`config.mk`:
```
export PLATFORM = sky130hd
export DESIGN_NAME = pixel_compositor
export DESIGN_NICKNAME = d
export VERILOG_FILES = /design/src/rtl/vga_pkg.sv /design/src/rtl/pixel_palette.sv /design/src/rtl/pixel_compositor.sv
export SDC_FILE = /design/constraint.sdc
export NUM_CORES = 1
export LEC_CHECK = 0
export CAP_MARGIN = 20
export CORE_MARGIN = 8
export CORE_UTILIZATION = 33
export CTS_BUF_LIST = sky130_fd_sc_hd__clkbuf_8 sky130_fd_sc_hd__clkbuf_16
export CTS_CLUSTER_DIAMETER = 40
export DETAILED_ROUTE_END_ITERATION = 10
export PLACE_DENSITY = 0.84
export SYNTH_ARGS = -nofsm -noshare
export SYNTH_HDL_FRONTEND = slang
export SYNTH_SLANG_ARGS = --single-unit
```
`constraint.sdc`:
```
create_clock -name CLK -period 1.5 [get_ports CLK]
set_clock_uncertainty 0.2 [all_clocks]
set_input_delay 0.3 -clock CLK [delete_from_list [all_inputs] [get_ports CLK]]
set_output_delay 0.3 -clock CLK [all_outputs]
set_load 0.02 [all_outputs]
```
`src/rtl/vga_pkg.sv`:
```
// Shared VGA constants: colour/index widths, transparent index and the default palette.
package vga_pkg;

  localparam int unsigned RGB_W = 12;
  localparam int unsigned IDX_W = 4;
  localparam int unsigned PAL_DEPTH = 16;

  localparam logic [IDX_W-1:0] TRANSPARENT_IDX = 4'd8;

  // Entry 0 first; 4:4:4 RGB.
  localparam logic [0:PAL_DEPTH-1][RGB_W-1:0] DEFAULT_PALETTE = '{
    12'h000, 12'h00A, 12'hF00, 12'h0AA,
    12'hA00, 12'h0F0, 12'hA50, 12'hAAA,
    12'h000, 12'h55F, 12'h5F5, 12'h5FF,
    12'hF55, 12'hF5F, 12'hFF5, 12'hFFF
  };

endpackage

```
`src/rtl/pixel_palette.sv`:
```
// 16x12 palette register file: reloads DEFAULT_PALETTE on reset, one commit (write) port and
// one asynchronous read port. A read and a commit to the same entry in one cycle see the old
// value because the read is combinational from the current register contents.
module pixel_palette
  import vga_pkg::*;
(
  input  logic             CLK,
  input  logic             RST,
  input  logic             commit,
  input  logic [IDX_W-1:0] commit_addr,
  input  logic [RGB_W-1:0] commit_data,
  input  logic [IDX_W-1:0] rd_addr,
  output logic [RGB_W-1:0] rd_data
);

  logic [RGB_W-1:0] pal_q [PAL_DEPTH];

  // Palette storage: reset reload, otherwise single-entry commit.
  always_ff @(posedge CLK) begin
    if (RST) begin
      for (int i = 0; i < int'(PAL_DEPTH); i++) begin
        pal_q[i] <= DEFAULT_PALETTE[i];
      end
    end else if (commit) begin
      pal_q[commit_addr] <= commit_data;
    end
  end

  assign rd_data = pal_q[rd_addr];

endmodule

```
`src/rtl/pixel_compositor.sv`:
```
// Two-stage sprite compositor: stage 1 picks the highest-priority opaque layer index (or the
// background), stage 2 looks it up in the palette. Sync signals ride a parallel 2-deep delay.
// Optional feature macro: PIXEL_COMPOSITOR_PALETTE_WR_EN enables the writable palette and its
// vblank-committed write buffer; without it the palette is the constant default.
module pixel_compositor
  import vga_pkg::*;
#(
  parameter int unsigned      NUM_LAYERS  = 2,
  parameter logic [IDX_W-1:0] TRANSPARENT = TRANSPARENT_IDX
) (
  input  logic                        CLK,
  input  logic                        RST,
  input  logic [IDX_W*NUM_LAYERS-1:0] layer_px,
  input  logic [IDX_W-1:0]            bg_index,
  input  logic                        video_on,
  input  logic                        hsync,
  input  logic                        vsync,
  input  logic                        vblank,
  input  logic                        wr_valid,
  input  logic [IDX_W-1:0]            wr_addr,
  input  logic [RGB_W-1:0]            wr_data,
  output logic                        wr_ready,
  output logic [RGB_W-1:0]            rgb,
  output logic                        hsync_o,
  output logic                        vsync_o
);

  logic [IDX_W-1:0] sel_idx;
  logic [IDX_W-1:0] idx1_q;
  logic             von1_q, hs1_q, vs1_q;
  logic [RGB_W-1:0] rgb_q;
  logic             hs2_q, vs2_q;
  logic [RGB_W-1:0] pal_rd;

  // Priority select: scan from the lowest priority up so layer 0 overrides everything.
  always_comb begin
    sel_idx = bg_index;
    for (int l = int'(NUM_LAYERS) - 1; l >= 0; l--) begin
      if (layer_px[l*IDX_W +: IDX_W] != TRANSPARENT) begin
        sel_idx = layer_px[l*IDX_W +: IDX_W];
      end
    end
  end

  // Stage 1: selected index plus delayed timing.
  always_ff @(posedge CLK) begin
    if (RST) begin
      idx1_q <= TRANSPARENT;
      von1_q <= 1'b0;
      hs1_q  <= 1'b0;
      vs1_q  <= 1'b0;
    end else begin
      idx1_q <= sel_idx;
      von1_q <= video_on;
      hs1_q  <= hsync;
      vs1_q  <= vsync;
    end
  end

  // Stage 2: palette lookup, blanked outside the active video area.
  always_ff @(posedge CLK) begin
    if (RST) begin
      rgb_q <= '0;
      hs2_q <= 1'b0;
      vs2_q <= 1'b0;
    end else begin
      rgb_q <= von1_q ? pal_rd : '0;
      hs2_q <= hs1_q;
      vs2_q <= vs1_q;
    end
  end

  assign rgb     = rgb_q;
  assign hsync_o = hs2_q;
  assign vsync_o = vs2_q;

`ifdef PIXEL_COMPOSITOR_PALETTE_WR_EN
  logic             pend_q, pend_d;
  logic [IDX_W-1:0] waddr_q, waddr_d;
  logic [RGB_W-1:0] wdata_q, wdata_d;
  logic             commit;

  // Write buffer: accept when empty, commit on the first vblank cycle while pending.
  always_comb begin
    pend_d  = pend_q;
    waddr_d = waddr_q;
    wdata_d = wdata_q;
    commit  = pend_q & vblank;
    if (commit) begin
      pend_d = 1'b0;
    end else if (wr_valid && !pend_q) begin
      pend_d  = 1'b1;
      waddr_d = wr_addr;
      wdata_d = wr_data;
    end
  end

  // Write buffer state; reset discards any uncommitted write.
  always_ff @(posedge CLK) begin
    if (RST) begin
      pend_q  <= 1'b0;
      waddr_q <= '0;
      wdata_q <= '0;
    end else begin
      pend_q  <= pend_d;
      waddr_q <= waddr_d;
      wdata_q <= wdata_d;
    end
  end

  assign wr_ready = ~pend_q;

  pixel_palette u_palette (
    .CLK         (CLK),
    .RST         (RST),
    .commit      (commit),
    .commit_addr (waddr_q),
    .commit_data (wdata_q),
    .rd_addr     (idx1_q),
    .rd_data     (pal_rd)
  );
`else
  logic unused_wr;

  assign pal_rd    = DEFAULT_PALETTE[idx1_q];
  assign wr_ready  = 1'b0;
  assign unused_wr = ^{wr_valid, wr_addr, wr_data, vblank};
`endif

endmodule

```
==> reports/summary.txt <==
worst-path maximum fanout: 4
met2 WL: 717 um
layout cells sized above 1: 9.000%
first-pass GRT wire length: 2352 um
pin count of the biggest net entering global routing: 12
fmax: 703.5 MHz
hold worst-path end: hsync_o
DR top layer: met4
io pins: 50
root buffer cell: clkbuf_8
Area contributors post-synth: dfxtp_1 45%, buf_4 7.8%, ha_1 7.5%, nor2b_1 4.7%, inv_1 3.9%
Crit path max-delay family: buffers and inverters
crit-path cells: clkdlybuf4s50_1, and4bb_2, o2111ai_1, a21oi_1
deepest clock path buffer count: 2
drc violations: 0
TNS Setup: 0 ns
detailed-router iteration count before antenna repair: 4
die width: 61.08 um
gr usage total: 8.234%
final setup vio count: 0
hold bufs inserted after CTS: 0
CTS clk-pin slew, worst paths: 0.06 ns
Tmin final: 1.421 ns
Metal-1 WL: 611 um
core area: 1942 um2
most common cell after layout, fill and taps aside: clkdlybuf4s50_1
# H-tree levels: 1
postcts setup bufs: 0
power density over the cells: 882.1 nW/um2
unrepaired setup endpoints after global routing: false
area leader, netlist: dfxtp_1
Routed met3 length: 161 um
Max Slew Vio Count: 0
antenna violations before repair: 0
period utilisation layout: 94.76%
routed via count: 588
R2R Path End: rgb[10]
Mapped Area: 670.6 um2
Reg2Reg Setup Slack: 0.12 ns
GRT overflow: 0
Worst R2R Start: idx1_q[0]
Antenna Cells: 0
critical path's slowest cell: clkdlybuf4s50_1
Sink Count: 15
r2r worst-path depth: 4
worst setup path class: in2reg
Worst-Skew Late Latency: 0.24 ns
final antenna-violating net count: 0
CP Buf/Inv Count: 1
# nets final: 140
post-DP HPWL: 1245 um
Mapped Avg Cell Area: 9.314 um2
Rows: 16
Max-Cap Viols: 0
Initial Util: 34.54%
WP data required: 1.43 ns
total CTS buffers: 3
WL per Instance: 11.80 um
CTS tree: yes
Final GP Congestion: 0.8035
Peak VDD IR: 0.0004561 V
final cell count without fillers: 127
Synth Instances: 72
Seq/Total Area, Yosys: 44.78%
fin util: 50.97%
DR vias/cell: 4.630
post_cts resized: 14
CP startpoint kind: primary input
Die Y: 61.08 um
# port buffers: 30
total power: 873.0 uW
Hold Slack: 0.2424 ns
Ys Warns: 0
Hold Fails Final Rpt: 0
status: complete, no violations
hold path start: hs1_q
Critical Path Sink Type: register
Worst Hold Class: reg2reg
hold depth: 1
DRT Wirelength: 1498 um
critical path arrival: 1.35 ns
vias in the first global route: 581
most frequent cells in the layout: 16 x clkdlybuf4s50_1, 15 x dfxtp_1, 14 x dlygate4sd2_1
top cell type's share of synthesized area: 44.78%
Static Leak: 0.4673 nW
initial DRC count: 7
area delta synth->final: 47.57%
placed insts: 123
number of synthesized register bits: 15
post-synth net total: 111
die area: 3731 um2
CP peak stage delay: 0.52 ns
Yosys cell types: 23
==> cells in the mapped netlist <==
library cell and count:
a211oi_1 2, a21oi_1 5, a31oi_1 2, and2b_2 2, and4bb_2 2, buf_2 1, buf_4 7, conb_1 1
dfxtp_1 15, ha_1 4, inv_1 7, mux2i_1 1, nand2_1 1, nand2b_1 1, nand3_1 1, nor2_1 7
nor2b_1 5, o2111ai_1 1, o211ai_1 1, o21ai_0 3, o22ai_1 1, o41ai_1 1, or3b_1 1
==> per-stage QoR <==
step / worst slack, ns / area, um2
final: 0.07862 / 989.7
after global routing: 0.02056 / 989.7
after detailed placement: -0.1648 / 962.2
after floorplan: 0.2219 / 670.6
after global placement: -0.1521 / 962.2
after CTS: 0.07436 / 989.7
==> worst register-to-register path, cell delays in order, from the launching register on <==
cell,delay (ns)
dfxtp_1,0.35
inv_1,0.10
ha_1,0.15
or3b_1,0.37
a21oi_1,0.15
==> cell type report <==
class                   instances  area [um2]
clock inverters                 1       3.754
fillers                       197       952.2
flip-flops and latches         15       300.3
clock buffers                   3       41.29
inverters                       7       26.28
multi-input cells              42       286.5
repair buffers                 32       297.8
well taps                      27       33.78
==> where the power goes <==
part | internal, mW | switching [mW]
Clock | 0.181 | 0.131
Combinational | 0.0731 | 0.0595
Sequential | 0.416 | 0.0126
==> registers in the layout, summed over array words and instances (netlist names) <==
register	flops
vsync_o	1
rgb	6
von1_q	1
hs1_q	1
hsync_o	1
idx1_q	4
vs1_q	1
==> per-layer routing <==
metal	up-vias	track usage, %
met4	0	2.990
li1	292	-
met2	31	15.37
met3	2	4.384
met5	-	0
met1	263	7.229
==> logic make-up (layout without fill, tap and decap cells) <==
logic type	after synthesis	in the layout	share of synthesized area [%]
flops	15	15	44.78
fa+ha+maj	4	4	7.463
buf+inv	15	43	12.50
simple gates	20	20	18.47
compound gates	16	16	14.74
mux	1	1	1.493
other cells	1	1	0.5592
==> how the worst max path moves through the flow <==
stage | slack [ns] | startpoint | depth (start not counted) | end
floorplan | 0.22 | idx1_q[0] | 4 | rgb[7]
global placement | -0.15 | layer_px[6] | 4 | idx1_q[1]
detailed placement | -0.16 | layer_px[6] | 4 | idx1_q[1]
CTS | 0.07 | rgb[9] | 1 | rgb[9]
global route | 0.02 | layer_px[6] | 4 | idx1_q[1]
finish | 0.08 | layer_px[6] | 4 | idx1_q[1]
(Power assumes the default switching activity.)
